--- src/rtl/cmd_parser_pkg.sv ---
// Shared definitions for the command parser: FSM encoding, response codes
// and the default start-of-frame byte.
package cmd_parser_pkg;

  typedef enum logic [1:0] {
    ST_IDLE     = 2'd0,
    ST_GET_CMD  = 2'd1,
    ST_GET_CHK  = 2'd2,
    ST_SEND_RSP = 2'd3
  } state_t;

  localparam logic [7:0] RSP_ACK     = 8'h06;
  localparam logic [7:0] RSP_NAK     = 8'h15;
  localparam logic [7:0] SOF_DEFAULT = 8'hA5;

endpackage

--- src/rtl/cmd_parser.sv ---
// Three-byte command frame parser (SOF, CMD, ~CMD) with ACK/NAK response,
// inter-byte timeout and a saturating rejected-frame counter.
//   state       | meaning
//   ST_IDLE     | hunting for SOF, other bytes dropped
//   ST_GET_CMD  | next byte is the candidate command
//   ST_GET_CHK  | next byte must equal ~candidate
//   ST_SEND_RSP | holding ACK/NAK on tx until accepted
module cmd_parser
  import cmd_parser_pkg::*;
#(
  parameter logic [7:0]  DEF_CMD = 8'd52,
  parameter logic [7:0]  SOF     = SOF_DEFAULT,
  parameter logic [15:0] TIMEOUT = 16'd50000
) (
  input  logic       clk,
  input  logic       rst,
  input  logic [7:0] rx_data,
  input  logic       rx_valid,
  output logic       rx_ready,
  output logic [7:0] tx_data,
  output logic       tx_valid,
  input  logic       tx_ready,
  output logic [7:0] cmd,
  output logic       cmd_stb,
  output logic [7:0] err_cnt
);

  state_t      state_q, state_d;
  logic [7:0]  cand_q, cand_d;
  logic [7:0]  cmd_q, cmd_d;
  logic        stb_q, stb_d;
  logic [7:0]  tx_data_q, tx_data_d;
  logic [7:0]  err_q, err_d;
  logic [15:0] to_cnt_q, to_cnt_d;
  logic        err_inc;
  logic        rx_fire, tx_fire, to_hit;

  assign rx_ready = (state_q != ST_SEND_RSP);
  assign tx_valid = (state_q == ST_SEND_RSP);
  assign rx_fire  = rx_valid && rx_ready;
  assign tx_fire  = tx_valid && tx_ready;
  assign to_hit   = (to_cnt_q == (TIMEOUT - 16'd1));

  always_ff @(posedge clk or posedge rst) begin
    if (rst) begin
      state_q   <= ST_IDLE;
      cand_q    <= 8'h00;
      cmd_q     <= DEF_CMD;
      stb_q     <= 1'b0;
      tx_data_q <= 8'h00;
      err_q     <= 8'h00;
      to_cnt_q  <= 16'h0000;
    end else begin
      state_q   <= state_d;
      cand_q    <= cand_d;
      cmd_q     <= cmd_d;
      stb_q     <= stb_d;
      tx_data_q <= tx_data_d;
      err_q     <= err_d;
      to_cnt_q  <= to_cnt_d;
    end
  end

  always_comb begin
    state_d   = state_q;
    cand_d    = cand_q;
    cmd_d     = cmd_q;
    stb_d     = 1'b0;
    tx_data_d = tx_data_q;
    to_cnt_d  = to_cnt_q;
    err_inc   = 1'b0;

    case (state_q)
      ST_IDLE: begin
        to_cnt_d = 16'h0000;
        if (rx_fire && (rx_data == SOF)) state_d = ST_GET_CMD;
      end
      ST_GET_CMD: begin
        // An accepted byte always beats a coincident timeout.
        if (rx_fire) begin
          cand_d   = rx_data;
          to_cnt_d = 16'h0000;
          state_d  = ST_GET_CHK;
        end else if (to_hit) begin
          to_cnt_d = 16'h0000;
          err_inc  = 1'b1;
          state_d  = ST_IDLE;
        end else begin
          to_cnt_d = to_cnt_q + 16'd1;
        end
      end
      ST_GET_CHK: begin
        if (rx_fire) begin
          to_cnt_d = 16'h0000;
          state_d  = ST_SEND_RSP;
          if (rx_data == ~cand_q) begin
            cmd_d     = cand_q;
            stb_d     = 1'b1;
            tx_data_d = RSP_ACK;
          end else begin
            err_inc   = 1'b1;
            tx_data_d = RSP_NAK;
          end
        end else if (to_hit) begin
          to_cnt_d = 16'h0000;
          err_inc  = 1'b1;
          state_d  = ST_IDLE;
        end else begin
          to_cnt_d = to_cnt_q + 16'd1;
        end
      end
      ST_SEND_RSP: begin
        to_cnt_d = 16'h0000;
        if (tx_fire) state_d = ST_IDLE;
      end
      default: begin
        state_d  = ST_IDLE;
        to_cnt_d = 16'h0000;
      end
    endcase

    err_d = (err_inc && (err_q != 8'hFF)) ? err_q + 8'd1 : err_q;
  end

  assign tx_data = tx_data_q;
  assign cmd     = cmd_q;
  assign cmd_stb = stb_q;
  assign err_cnt = err_q;

endmodule

--- config.mk ---
export PLATFORM = sky130hd
export DESIGN_NAME = cmd_parser
export DESIGN_NICKNAME = d
export VERILOG_FILES = /design/src/rtl/cmd_parser_pkg.sv /design/src/rtl/cmd_parser.sv
export SDC_FILE = /design/constraint.sdc
export NUM_CORES = 1
export LEC_CHECK = 0
export CORE_ASPECT_RATIO = 0.75
export CORE_MARGIN = 10
export CORE_UTILIZATION = 44
export DETAILED_ROUTE_END_ITERATION = 8
export PLACE_DENSITY = 0.68
export SLEW_MARGIN = 20
export SYNTH_ARGS = -nofsm -noshare
export SYNTH_HDL_FRONTEND = slang
export SYNTH_SLANG_ARGS = --single-unit
--- constraint.sdc ---
create_clock -name clk -period 4.8 [get_ports clk]
set_input_delay 0.96 -clock clk [delete_from_list [all_inputs] [get_ports clk]]
set_output_delay 0.96 -clock clk [all_outputs]
set_load 0.01 [all_outputs]
Yosys cells after proc, flatten, opt, wreduce, memory -nomap -nowiden. Cells that the tools add are included.

Register bits after elaboration: 51. Input port bits: 12. Output and inout port bits: 27. Logic and storage cells: 49.

$add $sub $neg: 2. Equality and inequality tests: 10. Mux-type cells: 18. Bitwise logic cells: 1. Reductions and logical operators: 11.

Operator list (count): $mux W16 (2); $pmux W16 S2 (1); $add A16 B1 Y16 const B (1); $eq A16 B16 Y1 const B (1); $mux W2 (5); $add A8 B1 Y8 const B (1); $eq A8 B8 Y1 (1); $eq A8 B8 Y1 const B (1); $ne A8 B8 Y1 const B (1); $not A8 Y8 (1); $pmux W2 S4 (1); $mux W1 (7); $reduce_and A2 Y1 (3); $mux W5 (1); $eq A2 B2 Y1 const B (2); $logic_and A1 B1 Y1 (4); $ne A2 B2 Y1 const B (2); $reduce_or A2 Y1 (2); $reduce_and A3 Y1 (1); $eq A2 B1 Y1 const B (1); $logic_not A2 Y1 (1); $ne A2 B1 Y1 const B (1); $pmux W1 S2 (1).

Logic depth before layout (Yosys ltp). Gate-level depths: netlist of the first run.

Word-level depth: 6. Mapped depth: 7. Gate-level depth less buffers: 7.

Worst setup path after synthesis of the first run. OpenSTA, ideal clock, no wires.

Path type: in2reg. Start: input port rx_data[7]. End: register err_q[1] (netlist: err_cnt[1]). Library setup time: 125 ps. Data arrival time: 2167 ps. Required time: 4675 ps. Slack: 2508 ps. Stages on the path: 5. Buffers on the path: 0. Cell sequence: xnor2_1 nor4_1 a21oi_1 o221ai_4 mux2_4.

Longest elaborated chain between the ends: 5.

RTL lines: start: declaration (line cmd_parser.sv:17) `input logic [7:0] rx_data,`; $eq A8 B8 Y1 (line cmd_parser.sv:96) `if (rx_data == ~cand_q) begin`; $mux W1 (line cmd_parser.sv:96); $mux W1 (line cmd_parser.sv:93) `if (rx_fire) begin`; $pmux W1 S2 (line cmd_parser.sv:73) `case (state_q)`; $logic_and A1 B1 Y1 (line cmd_parser.sv:122) `err_d = (err_inc && (err_q != 8'hFF)) ? err_q + 8'd1 : err_q;`; end signal: assignment (line cmd_parser.sv:59) `err_q <= err_d;`; end: declaration (line cmd_parser.sv:33) `logic [7:0] err_q, err_d;`.

Every way passes these cells. A chain may end at the register's enable or synchronous reset.

Final worst setup path of the first run.
Start: input port rx_data[6]. End: register cmd_q[6] (netlist: cmd[6]).

Longest elaborated chain between the ends: 2.

RTL lines: $eq A8 B8 Y1 (line cmd_parser.sv:96); $reduce_and A3 Y1 (no source line); end signal: assignment (line cmd_parser.sv:56) `cmd_q <= cmd_d;`; end: declaration (line cmd_parser.sv:30) `logic [7:0] cmd_q, cmd_d;`.

Every way passes these cells.

==> flow_summary_export.csv, run 1 <==
group,metric,value,unit
worst_setup_path,r2r_slack,2.32,ns
outcome,status,"complete, no violations",
sta,worst_hold_slack,0.485,ns
worst_setup_path,arrival,3.21,ns
route,drt_pre_antenna_iters,4,
floorplan,fp.dieH,81.9,µm
worst_setup_path,start_kind,"input pin",
clock_network,root_buffer,"clkbuf_8",
global_routing,track_usage,10.7,%
floorplan,num_io_pins,39,
pwr,ir_drop,275,µV
route,vias,1463,
route,ant_nets,0,
floorplan,placementRows,22,
layout,mostFrequentLayoutCells,"dfrtp_1 (43), clkdlybuf4s50_1 (34), nor2_1 (28), mux2_2 (16), xnor2_1 (15)",
sta,worst_pin_slew,0.958,ns
layout,layout_commonest_cell,"dfrtp_1",
sta,hold_viol_final,0,
worst_setup_path,cp.required,4.98,ns
layout,stdcell_count,297,
global_routing,antenna_found_initial,0,
sta,fmax,330,MHz
floorplan,die_area,8390,µm²
clock_network,cts_num_sinks,46,
logic_synthesis,synth-main-ff-cell,"dfrtp_1",
worst_setup_path,crit_slowest_cell,"nor2_1",
route,dr.first_iter.drc_count,68,
route,wl_per_cell,14.5,µm
pwr,p_total,1.16,mW
worst_setup_path,r2r_cells,5,
worst_setup_path,path_buf_inv,1,
global_routing,grt_overflow,0,
clock_network,clk_latency,0.29,ns
clock_network,cts_made_buffers,5,
global_routing,grt_use_met1,15.3,%
sta,skew,0.00787,ns
logic_synthesis,yosys-top-cells-area,"dfrtp_1 (48%), mux2_2 (8.0%), xnor2_1 (5.9%)",
placed_design,dp_cells,289,
logic_synthesis,async_flop_share,100,%
layout,fillCellCount,440,
floorplan,die_w,102,µm
global_routing,grt_pass1_wl,7130,µm
flow_run,drv_cap,0,
clock_network,htree_levels,2,
sta,fin_tns_setup,0,ns
clock_network,cts_resized,0,
floorplan,core_area,4930,µm²
clock_network,clk_pin_slew,0.08,ns
route,drcViolationCount,0,
min_path,hold_start,"to_cnt_q[0]",
layout,utilization,55.1,%
placed_design,pre_cts_slack,1.48,ns
logic_synthesis,syn_inst,199,
route,drt-total-wl,4320,µm
worst_setup_path,cp_max_fo,11,
pwr,power_density,427,nW/µm²
logic_synthesis,ys_seq_elements,46,
sta,drv_slew,0,
sta,rsz0062_at_grt,"no",
layout,design_area,2710,µm²
placed_design,gp_congestion,0.768,
global_routing,grt-busiest-layer,"met1",
logic_synthesis,yosysTopAreaCell,"dfrtp_1",
logic_synthesis,yosys_warnings,0,
layout,num_antenna_cells,0,
logic_synthesis,netlist_area,2240,µm²
sta,setup_viol,0,
global_routing,grt_util_met2,14.4,%
worst_setup_path,regToRegEndpoint,"cmd[6]",
min_path,hold_end,"to_cnt_q[0]",
sta,fin_crit,3.03,ns
worst_setup_path,cpPeakStageDelay,0.75,ns
min_path,whs_path_depth,1,
worst_setup_path,critPathKind,"in2reg",
worst_setup_path,cp_top_family,"simple AND/OR/NAND/NOR gates",
clock_network,clk_path_buf_depth,2,
clock_network,post_cts_buffers,0,
clock_network,cts_tree,"yes",
logic_synthesis,synth_edf_count,0,
global_routing,grt_use_met3,3.36,%
placed_design,io_buffer_count,34,
sta,final.setup.worst_slack,1.77,ns
sta,period_share,63.1,%
logic_synthesis,synth_top_cell_area_share,47.9,%
logic_synthesis,synth_area_per_cell,11.3,µm²
worst_setup_path,reg2reg_from,"state_q[1]",
worst_setup_path,path_cells,"clkdlybuf4s50_1, xnor2_1, nor4_1, nand2_1, nor2_1, mux2_2",
worst_setup_path,end_kind,"flop",
layout,drive_gt1_share,14.8,%
min_path,min_path_type,"reg2reg",
layout,final_nets,255,
placed_design,dpl.hpwl,3270,µm
global_routing,first_global_vias,1493,
placed_design,dpl-instance-area,2620,µm²
layout,syn2layout_area_growth,20.8,%
route,routed_via_density,4.93,
floorplan,start_util,45.6,%
logic_synthesis,synth_cell_types,32,
global_routing,grt_max_degree,47,
pwr,p_leak,1.18,nW
sta,maxSlewHeadroom,35.9,%
clock_network,hold_buffers,0,
logic_synthesis,seq_area_frac_synth,51.4,%
## cells in the mapped netlist (4+ instances only)
cell type  instances
ha_1               7
nand3_1           11
mux2_2            16
nand2_1           13
inv_1              7
dfrtp_1           43
a21oi_1            5
buf_4              6
xnor2_1           15
nor2_1            28
xor2_1            14
and3_1             4
## metal layers
metal,wire (µm),part of all wire [%]
met5,0,0
met4,52,1.2
met3,283,6.6
met2,1720,40
met1,2260,52
## cell type report
class	count	area, µm²	area share [%]
timing repair buffer	34	340	12.5
sequential	46	1150	42.6
multi-input combinational	142	1020	37.8
inverter	7	26.3	0.969
tap	60	75.1	2.77
clock buffer	7	86.3	3.18
clock inverter	1	5.00	0.185
## power by group
group / leakage, nW / switching, mW / internal, mW
Clock: 0.0482 / 0.121 / 0.116
Sequential: 0.597 / 0.0718 / 0.464
Combinational: 0.537 / 0.191 / 0.194
## how the worst max path moves through the flow
stage,start,slack [ns],end,cells past startpoint
3_3_place_gp,rx_data[6],1.57,cmd[6],6
3_5_place_dp,rx_data[6],1.48,cmd[6],6
6_report,rx_data[6],1.77,cmd[6],6
2_1_floorplan,rx_data[7],2.51,err_cnt[1],5
4_1_cts,rx_data[6],1.79,cmd[6],6
5_1_grt,rx_data[6],1.63,cmd[6],6
## registers in the layout, indices dropped and copies added, names as in the netlist
name / cells
cand_q: 8
cmd: 8
to_cnt_q: 16
state_q: 2
cmd_stb: 1
tx_data: 3
err_cnt: 8
## worst reg2reg max path, cell delays in order (launching register included)
cell	delay, ns
dfrtp_1	0.44
ha_1	0.23
nor2b_1	0.33
nand2_1	0.19
nor2_1	0.76
mux2_2	0.43
## logic make-up after synthesis
family / count (synthesis) / share of synthesized area [%]
simple gates: 73 / 16.7
flops: 46 / 51.4
xor+xnor: 29 / 11.3
mux: 17 / 8.70
buf+inv: 14 / 3.40
compound gates: 12 / 4.40
fa+ha+maj: 7 / 3.90
other cells: 1 / 0.167
No activity file was read; power rests on OpenSTA's default activity.
==> run 2: changes to the inputs <==
Clock period 4.8 ns to 3.12 ns, I/O delays scaled along.
==> flow_summary_export.csv, run 2 (synthesis gave the netlist of run 1 again) <==
group,metric,value,unit
worst_setup_path,path_cells,"clkdlybuf4s50_1, xnor2_1, nor4_1, a21oi_1, o221ai_4, mux2_4",
sta,final.setup.worst_slack,0.888,ns
layout,stdcell_count,301,
worst_setup_path,regToRegEndpoint,"err_cnt[1]",
sta,fin_crit,2.23,ns
sta,worst_hold_slack,0.470,ns
route,vias,1472,
pwr,p_sw_share,33.3,%
worst_setup_path,critPathKind,"in2reg",
route,drt_pre_antenna_iters,6,
pwr,power_density,652,nW/µm²
global_routing,track_usage,11.1,%
global_routing,grt_pass1_wl,7350,µm
sta,setup_viol,0,
route,wl_per_cell,14.5,µm
floorplan,core_area,4930,µm²
worst_setup_path,cp_top_family,"compound AO/OA/AOI/OAI gates",
clock_network,post_cts_buffers,0,
sta,drv_slew,0,
clock_network,cts_tree,"yes",
clock_network,cts_resized,0,
pwr,intPower,1.19,mW
layout,num_antenna_cells,0,
min_path,min_path_type,"reg2reg",
placed_design,pre_cts_slack,0.568,ns
placed_design,io_buffer_count,34,
layout,largest_reg_flops,16,
pwr,switching_power,0.595,mW
worst_setup_path,reg2reg_from,"to_cnt_q[0]",
flow_run,drv_cap,0,
clock_network,cts_made_buffers,5,
clock_network,clk_latency,0.29,ns
route,wl_met2,1740,µm
route,ant_nets,0,
worst_setup_path,arrival,2.41,ns
clock_network,root_buffer,"clkbuf_8",
layout,regMostFlops,"to_cnt_q",
global_routing,grt_max_degree,46,
route,routed_via_density,4.89,
worst_setup_path,path_buf_inv,1,
sta,hold_viol_final,0,
worst_setup_path,cp.required,3.30,ns
clock_network,cts_num_sinks,46,
floorplan,placementRows,22,
route,drcViolationCount,0,
pwr,p_total,1.79,mW
route,drt-total-wl,4360,µm
layout,layout_commonest_cell,"dfrtp_1",
sta,rsz0062_at_grt,"no",
global_routing,first_global_vias,1476,
clock_network,hold_buffers,0,
worst_setup_path,crit_slowest_cell,"clkdlybuf4s50_1",
sta,period_share,71.5,%
global_routing,antenna_found_initial,0,
floorplan,num_io_pins,39,
outcome,status,"complete, no violations",
worst_setup_path,worstSetupPathDepth,6,
placed_design,gp_congestion,0.836,
layout,mostFrequentLayoutCells,"dfrtp_1 (43), clkdlybuf4s50_1 (34), nor2_1 (28), mux2_2 (16), xnor2_1 (15)",
clock_network,clk_pin_slew,0.08,ns
worst_setup_path,r2r_slack,1.10,ns
pwr,ir_drop,276,µV
worst_setup_path,r2r_cells,6,
floorplan,die_w,102,µm
layout,final_nets,259,
worst_setup_path,cpPeakStageDelay,0.44,ns
floorplan,fp.dieH,81.9,µm
pwr,clockPowerShare,20.4,%
sta,maxSlewHeadroom,39.7,%
route,highest_layer,"met4",
global_routing,grt_overflow,0,
worst_setup_path,cp_max_fo,8,
worst_setup_path,endpoint,"err_cnt[1]",
clock_network,htree_levels,2,
worst_setup_path,start_kind,"input pin",
pwr,pwr-share-seq,46.4,%
sta,worst_pin_slew,0.903,ns
pwr,combPwrFrac,33.2,%
route,drt-met1-wl,2260,µm
floorplan,start_util,45.6,%
sta,skew,0.00501,ns
route,dr.first_iter.drc_count,69,
worst_setup_path,end_kind,"flop",
clock_network,clk_path_buf_depth,2,
pwr,p_leak,1.20,nW
placed_design,dpl.hpwl,3280,µm
sta,fin_tns_setup,0,ns
placed_design,dp_cells,293,
layout,drive_gt1_share,16.2,%
route,wl_met3,284,µm
worst_setup_path,crit_start,"rx_data[6]",
sta,fmax,448,MHz
floorplan,die_area,8390,µm²
layout,syn2layout_area_growth,22.2,%
## run 2: area by class of cell
type / count / area [µm²]
Timing Repair Buffer: 38 / 370
Inverter: 7 / 26.3
Multi-Input combinational cell: 142 / 1020
Clock buffer: 7 / 86.3
Tap cell: 60 / 75.1
Sequential cell: 46 / 1150
Fill cell: 428 / 2180
Clock inverter: 1 / 5.00
## run 2: how the worst min path moves through the flow
stage	startpoint	cells after the start	endpoint	slack, ns
5_1_grt	err_cnt[6]	1	err_cnt[6]	0.51
3_5_place_dp	tx_data[2]	1	tx_data[2]	0.46
3_3_place_gp	tx_data[2]	1	tx_data[2]	0.45
6_report	tx_data[2]	1	tx_data[2]	0.47
4_1_cts	tx_data[2]	1	tx_data[2]	0.48
2_1_floorplan	to_cnt_q[0]	1	to_cnt_q[0]	0.45
## run 2: power by group through the flow
| stage | Combinational [mW] | Sequential, mW | Clock, mW |
|---|---|---|---|
| 6_report | 0.593 | 0.830 | 0.365 |
| 3_3_place_gp | 0.592 | 0.840 | 0 |
| 4_1_cts | 0.603 | 0.832 | 0.379 |
| 2_1_floorplan | 0.390 | 0.826 | 0 |
| 5_1_grt | 0.660 | 0.850 | 0.409 |
| 3_5_place_dp | 0.595 | 0.844 | 0 |
## run 2: metrics by stage
| step | utilization [%] | cell area [µm²] |
|---|---|---|
| 2_1_floorplan | - | 2260 |
| 3_3_place_gp | 53.8 | 2650 |
| 3_5_place_dp | 53.8 | 2650 |
| 4_1_cts | 55.7 | 2740 |
| 5_1_grt | 55.7 | 2740 |
| 6_report | 55.7 | 2740 |
## run 2: per-layer routing
metal / vias up / global-route usage (%)
met5: - / 0
met4: 0 / 4.63
met3: 8 / 3.86
met2: 31 / 15.1
met1: 687 / 15.7
li1: 746 / -
==> run 3: changes to the inputs <==
Clock period 3.12 ns to 2.2 ns, I/O delays scaled along.
==> flow_summary_export.csv, run 3 (synthesis gave the netlist of run 1 again) <==
group,metric,value,unit
clock_network,clk_latency,0.29,ns
layout,regMostFlops,"to_cnt_q",
sta,worst_pin_slew,0.503,ns
worst_setup_path,crit_slowest_cell,"clkdlybuf4s50_1",
floorplan,placementRows,22,
floorplan,num_io_pins,39,
layout,utilization,56.8,%
worst_setup_path,start_kind,"input pin",
placed_design,dpl.hpwl,3420,µm
clock_network,cts_made_buffers,5,
sta,hold_viol_final,0,
route,dr.first_iter.drc_count,64,
worst_setup_path,cpPeakStageDelay,0.44,ns
global_routing,grt_pass1_wl,7440,µm
clock_network,root_buffer,"clkbuf_8",
route,wl_per_cell,14.2,µm
route,routed_via_density,4.85,
global_routing,track_usage,11.1,%
placed_design,gp_congestion,0.818,
sta,rsz0062_at_grt,"no",
worst_setup_path,cp_top_family,"compound AO/OA/AOI/OAI gates",
clock_network,htree_levels,2,
layout,mostFrequentLayoutCells,"dfrtp_1 (43), clkdlybuf4s50_1 (34), nor2_1 (28), mux2_2 (16), xnor2_1 (15)",
clock_network,post_cts_buffers,0,
layout,num_antenna_cells,0,
floorplan,die_w,102,µm
pwr,ir_drop,530,µV
pwr,p_total,2.56,mW
layout,drive_gt1_share,18.2,%
worst_setup_path,r2r_slack,0.19,ns
flow_run,drv_cap,0,
worst_setup_path,path_buf_inv,1,
min_path,min_path_type,"in2async",
worst_setup_path,cp.required,2.38,ns
sta,period_share,93.2,%
worst_setup_path,reg2reg_from,"to_cnt_q[0]",
layout,syn2layout_area_growth,24.7,%
route,vias,1490,
worst_setup_path,regToRegEndpoint,"err_cnt[1]",
sta,fin_crit,2.05,ns
sta,maxSlewHeadroom,66.2,%
clock_network,cts_tree,"yes",
sta,fmax,488,MHz
sta,skew,0.00452,ns
worst_setup_path,end_kind,"flop",
route,drt_pre_antenna_iters,4,
placed_design,io_buffer_count,34,
sta,setup_viol,0,
floorplan,die_area,8390,µm²
clock_network,cts_num_sinks,46,
pwr,p_leak,1.23,nW
layout,final_nets,265,
route,drt-total-wl,4370,µm
global_routing,grt_max_degree,27,
route,ant_nets,0,
worst_setup_path,arrival,2.23,ns
clock_network,hold_buffers,0,
global_routing,antenna_found_initial,0,
floorplan,start_util,45.6,%
clock_network,clk_pin_slew,0.08,ns
worst_setup_path,critPathKind,"in2reg",
layout,layout_commonest_cell,"dfrtp_1",
worst_setup_path,r2r_cells,6,
route,drcViolationCount,0,
layout,largest_reg_flops,16,
floorplan,fp.dieH,81.9,µm
floorplan,core_area,4930,µm²
global_routing,first_global_vias,1505,
worst_setup_path,cp_max_fo,8,
clock_network,clk_path_buf_depth,2,
clock_network,cts_resized,0,
sta,drv_slew,0,
outcome,status,"complete, no violations",
worst_setup_path,path_cells,"clkdlybuf4s50_1, xnor2_1, nor4_1, a21oi_1, o221ai_4, mux2_4",
pwr,power_density,913,nW/µm²
global_routing,grt_overflow,0,
-- run 3: cell types whose count changed in the layout (fill, tap and decap cells not counted) --
cell	delta
buf_4	+5
buf_12	+1
-- run 3: worst register-to-register path, delay by kind of cell (launching register included) --
family / cells / cell delay [ns]
compound gates: 2 / 0.48
simple gates: 2 / 0.44
flops: 1 / 0.41
mux: 1 / 0.34
fa+ha+maj: 1 / 0.23
-- run 3: per-layer routing --
layer | vias to the layer above | share of wire, % | global-route usage, %
li1 | 757 | - | -
met1 | 704 | 52 | 16.5
met2 | 27 | 41 | 15.2
met3 | 2 | 6.1 | 3.44
met4 | 0 | 0.43 | 2.53
met5 | - | 0 | 0
-- run 3: area by class of cell --
class,count,area (µm²)
sequential,46,1150
tap,60,75.1
multi-input combinational,142,1020
clock inverter,1,5.00
inverter,7,26.3
clock buffer,7,86.3
fill,432,2130
timing repair buffer,44,428
-- run 3: per-stage QoR --
step           TNS (ns)  setup WS [ns]  area, µm²  hold slack [ns]  cells
4_1_cts               0          0.137       2800            0.484    307
6_report              0          0.150       2800            0.476    307
5_1_grt               0         0.0596       2800            0.520    307
3_3_place_gp      -1.03         -0.158       2710            0.449    299
2_1_floorplan         0          0.297       2260            0.448    202
3_5_place_dp      -1.25         -0.172       2710            0.461    299
-- run 3: how the worst max path moves through the flow --
stage | startpoint | endpoint | cells after the start
floorplan | to_cnt_q[0] | err_cnt[1] | 6
global placement | rx_data[6] | err_cnt[1] | 6
detailed placement | rx_data[6] | err_cnt[1] | 6
CTS | rx_data[6] | err_cnt[1] | 6
global route | rx_data[6] | err_cnt[1] | 6
finish | rx_data[6] | err_cnt[1] | 6
-- run 3: power breakdown --
part	total (mW)	switching [mW]	leakage [nW]	internal (mW)
Sequential	1.17	0.162	0.597	1.01
Combinational	0.873	0.419	0.589	0.455
Clock	0.511	0.258	0.0482	0.253
Total	2.56	0.839	1.23	1.72
==> variant 1, RTL diff (settings of run 3) <==
Put one more register stage on the output `err_cnt`, with the module's reset. The value now appears one clock later. The other outputs are not delayed to match.
--- a/src/rtl/cmd_parser.sv
+++ b/src/rtl/cmd_parser.sv
@@ -127,3 +127,9 @@
   assign cmd_stb = stb_q;
-  assign err_cnt = err_q;
+  always_ff @(posedge clk or posedge rst) begin
+    if (rst) begin
+      err_cnt <= '0;
+    end else begin
+      err_cnt <= err_q;
+    end
+  end
 
Formal check against the unedited RTL: not equivalent (Yosys sat finds a counterexample within 4 cycles, from zero or initial values and one cycle with rst high).
==> variant 1 against run 3 <==
  * Sequential share of layout area increased by 1.2 points
  * Count of clock-buffer cells in the layout is 1 lower
  * Worst setup slack worse by 0.045 ns
  * Critical endpoint is now cmd[6]$_DFFE_PP0P_
  * Design area is 14% higher
  * Sequential cell count up 8
  * Routed wire length is 20% higher
  * Worst hold slack got worse by 0.030 ns
  * Area after synthesis is 13% higher
  * Register-to-register slack worse by 0.07 ns
  * Critical path type unchanged
  * Total power increased by 19%
  * Fmax decreased by 2.1%
  * Utilization rose by 1.5 points
==> variant 1: results (changes against run 3) <==
| Metric | Value |
|---|---|
| # nets final | `295 (was 265)` |
| Initial DRC count | `41 (was 64)` |
| Critical Path AT | `2.29 ns (was 2.23 ns)` |
| GR Util met2 | `0.168 (was 0.152)` |
| Pre-CTS setup slack | `-0.205 ns (was -0.172 ns)` |
| Clock Skew | `0.00780 ns (was 0.00452 ns)` |
| GR Layer Usage met3 | `0.0366 (was 0.0344)` |
| Synth area leaders | `dfrtp_1 (50%), xnor2_1 (5.9%), mux2_4 (4.7%) (was dfrtp_1 (48%), mux2_2 (8.0%), xnor2_1 (5.9%))` |
| # fillers | `485 (was 432)` |
| CP max stage delay | `0.66 ns (was 0.44 ns)` |
| Leakage | `1.40 nW (was 1.23 nW)` |
| Reg-to-Reg Start | `state_q[1]$_DFFE_PP0P_ (was to_cnt_q[0]$_DFF_PP0_)` |
| Worst R2R Setup Slack | `0.12 ns (was 0.19 ns)` |
| Post-synth top cells | `dfrtp_1 (51), nor2_1 (17), xnor2_1 (17), nand3_1 (12) (was dfrtp_1 (43), nor2_1 (28), mux2_2 (16), xnor2_1 (15), xor2_1 (14))` |
| Placed Area | `3080 µm² (was 2710 µm²)` |
| DR WL met3 | `348 µm (was 265 µm)` |
| Drt wl/cell | `14.9 µm (was 14.2 µm)` |
| Relative slew slack | `0.673 (was 0.662)` |
| Reg2Reg Capture Point | `cmd[6]$_DFFE_PP0P_ (was err_cnt[1]$_DFFE_PP0P_)` |
| Hold WS | `0.446 ns (was 0.476 ns)` |
| Clock Latency Late Sink | `0.31 ns (was 0.29 ns)` |
| Grt met1 use | `0.167 (was 0.165)` |
| Routed length on met1 | `2.51 mm (was 2.29 mm)` |
| Max VDD drop | `569 µV (was 530 µV)` |
| Syn Inst Count | `221 (was 199)` |
| Detailed placement HPWL | `3.86 mm (was 3.42 mm)` |
| Via/cell ratio | `5.07 (was 4.85)` |
| Register share of total power | `0.446 (was 0.459)` |
| Worst hold path class | `register to register (was input pin to asynchronous set/reset pin)` |
| Critical path's slowest cell | `or4_4 (was clkdlybuf4s50_1)` |
| Status | `completed (unchanged)` |
| Int Pwr | `2.07 mW (was 1.72 mW)` |
| GRT Overall Usage | `0.118 (was 0.111)` |
| Worst setup path start | `rx_data[7] (was rx_data[6])` |
| Worst Hold End | `err_cnt[1]$_DFF_PP0_` |
| Path depth of the worst reg2reg path | `5 (was 6)` |
| Netlist cell types | `41 (was 32)` |
| Cell family with most CP delay | `simple AND/OR/NAND/NOR gates (was compound AO/OA/AOI/OAI gates)` |
| Share of cells above drive strength 1 | `0.188 (was 0.182)` |
| Global-route wire length before repair | `8.91 mm (was 7.44 mm)` |
| Placer Congestion | `0.757 (was 0.818)` |
==> variant 1: changes by cell type after synthesis, moves of 4 or more <==
cell	delta
mux2_2	-8
a21oi_1	+6
o21ai_0	+5
nor2_1	-11
mux2_4	+7
xor2_1	-8
or3_1	+4
dfrtp_1	+8
==> variant 1: cell families after synthesis <==
logic type,share of synthesized area
AND/OR/NAND/NOR,0.162
flip-flops,0.535
AO/OA/AOI/OAI,0.0666
XOR/XNOR,0.0795
buffers and inverters,0.0385
multiplexers,0.0829
adder cells (fa/ha/maj),0.0345
other,0.00148
==> variant 1: cell type report <==
cell class / instances / area share
clock buffers: 6 / 0.0228
clock inverters: 2 / 0.0118
inverters: 9 / 0.0106
multi-input cells: 152 / 0.343
flip-flops and latches: 54 / 0.425
well taps: 75 / 0.0294
repair buffers: 54 / 0.158
==> variant 2, RTL diff (settings of run 3) <==
Without the edit above. Set the parameter `TIMEOUT` to 16'd25000 (it was 16'd50000).
--- a/src/rtl/cmd_parser.sv
+++ b/src/rtl/cmd_parser.sv
@@ -12,3 +12,3 @@
   parameter logic [7:0]  SOF     = SOF_DEFAULT,
-  parameter logic [15:0] TIMEOUT = 16'd50000
+  parameter logic [15:0] TIMEOUT = 16'd25000
 ) (
Check against the original RTL: no difference found for any inputs over 10 cycles, from zero or initial values and one cycle with rst high; that may be too few to reach the edited logic, so the function may still have changed.
==> variant 2 against run 3 <==
  * Total power is 1.2% higher
  * Critical path depth down 1
  * Routed wire length rose by 4.8%
  * Worst setup slack lost 0.048 ns
  * Sequential cell count stayed put
  * Area after synthesis up 0.33%
  * Clock skew is 0.0091 ns higher
  * Design area rose by 2.9%
  * Non-clock buffer count increased by 8
==> variant 2: results (changes against run 3) <==
| Metric | Value |
|---|---|
| Fraction of the mapped netlist area in compound gates | `0.0450 (was 0.0440)` |
| Via/cell ratio | `5.04 (was 4.85)` |
| Placer Congestion | `0.838 (was 0.818)` |
| Multiplexer share of the synthesized area | `0.0867 (was 0.0870)` |
| Comb power | `923 µW (was 873 µW)` |
| Worst hold path class | `register to register (was input pin to asynchronous set/reset pin)` |
| Met2 wire length | `2.04 mm (was 1.79 mm)` |
| Synth area leaders | `dfrtp_1 (48%), mux2_2 (8.0%), xnor2_1 (5.4%) (was dfrtp_1 (48%), mux2_2 (8.0%), xnor2_1 (5.9%))` |
| Fraction of area in multi-input gates | `0.363 (was 0.366)` |
| Register share of total power | `0.454 (was 0.459)` |
| DP Cell Count | `307 (was 299)` |
| Pin count of the biggest net entering global routing | `47 (was 27)` |
| Inverters | `6 (was 7)` |
| DR WL met3 | `298 µm (was 265 µm)` |
| Routed length on met1 | `2.17 mm (was 2.29 mm)` |
| Post-synth top cells | `dfrtp_1 (43), nor2_1 (25), mux2_2 (16), xnor2_1 (14), xor2_1 (14) (was dfrtp_1 (43), nor2_1 (28), mux2_2 (16), xnor2_1 (15), xor2_1 (14))` |
| Max VDD drop | `466 µV (was 530 µV)` |
| Worst setup path start | `to_cnt_q[4]$_DFF_PP0_ (was rx_data[6])` |
| Initial antenna violation count | `0 (unchanged)` |
| Path depth of the worst reg2reg path | `5 (was 6)` |
| Data buffer area share | `0.174 (was 0.153)` |
| Share of cells above drive strength 1 | `0.204 (was 0.182)` |
| Multi-In Gates | `143 (was 142)` |
| Area share of fa/ha/maj cells after synthesis | `0.0389 (was 0.0390)` |
| Initial DRC count | `54 (was 64)` |
| Leakage | `1.28 nW (was 1.23 nW)` |
| # fillers | `422 (was 432)` |
| Final wirelength | `4.58 mm (was 4.37 mm)` |
| Global-route wire length before repair | `7.72 mm (was 7.44 mm)` |
| Final clock-cell share | `0.0287 (was 0.0326)` |
| Detailed placement HPWL | `3.35 mm (was 3.42 mm)` |
| Xor and xnor area share after synthesis | `0.109 (was 0.113)` |
| Vias in the first global route | `1613 (was 1505)` |
| # nets final | `273 (was 265)` |
| Netlist cell types | `35 (was 32)` |
| Drt wl/cell | `14.5 µm (was 14.2 µm)` |
| Status | `completed (unchanged)` |
| Clk_buf instances | `6 (was 7)` |
| Cell family with most CP delay | `simple AND/OR/NAND/NOR gates (was compound AO/OA/AOI/OAI gates)` |
| Register area share after synthesis | `0.513 (was 0.514)` |
| Worst R2R Setup Slack | `0.10 ns (was 0.19 ns)` |
| Sw Ratio | `0.333 (was 0.328)` |
| Clock Skew | `0.0136 ns (was 0.00452 ns)` |
| Critical Path AT | `2.27 ns (was 2.23 ns)` |
| Placed Area | `2790 µm² (was 2710 µm²)` |
| Seq_cells | `46 (unchanged)` |
| GRT Overall Usage | `0.117 (was 0.111)` |
==> variant 2: changes by cell type after synthesis, sizes merged, moves of 2 or more <==
| cell | run 3 | this run |
|---|---|---|
| and3 | 4 | 1 |
| nand4 | 1 | 4 |
| nor2 | 28 | 25 |
| or4 | 0 | 2 |
==> variant 2: worst reg2reg max path: stages (launching register included) <==
cell	delay [ns]
dfrtp_1	0.40
or4_4	0.53
nor4_4	0.29
o211a_1	0.24
o221ai_4	0.19
mux2_4	0.33
==> variant 2: through the flow <==
step | worst slack (ns) | util | power, mW
2_1_floorplan | 0.129 | - | 1.72
3_3_place_gp | -0.196 | 0.567 | 2.10
4_1_cts | 0.0947 | 0.583 | 2.62
6_report | 0.102 | 0.585 | 2.59
5_1_grt | -0.0283 | 0.585 | 2.78
3_5_place_dp | -0.203 | 0.567 | 2.11
==> variant 2: worst min path at each step <==
stage / from / endpoint / slack, ns / cells past startpoint
global placement: tx_data[2]$_DFFE_PP0P_ / tx_data[2]$_DFFE_PP0P_ / 0.45 / 1
detailed placement: tx_data[2]$_DFFE_PP0P_ / tx_data[2]$_DFFE_PP0P_ / 0.46 / 1
floorplan: to_cnt_q[0]$_DFF_PP0_ / to_cnt_q[0]$_DFF_PP0_ / 0.45 / 1
global route: tx_data[2]$_DFFE_PP0P_ / tx_data[2]$_DFFE_PP0P_ / 0.50 / 1
CTS: tx_data[2]$_DFFE_PP0P_ / tx_data[2]$_DFFE_PP0P_ / 0.48 / 1
finish: tx_data[2]$_DFFE_PP0P_ / tx_data[2]$_DFFE_PP0P_ / 0.47 / 1
==> variant 2: layer usage <==
metal	vias to the layer above	track usage
li1	778	-
met1	773	0.155
met2	32	0.174
met3	4	0.0336
met4	0	0.0548
met5	-	0
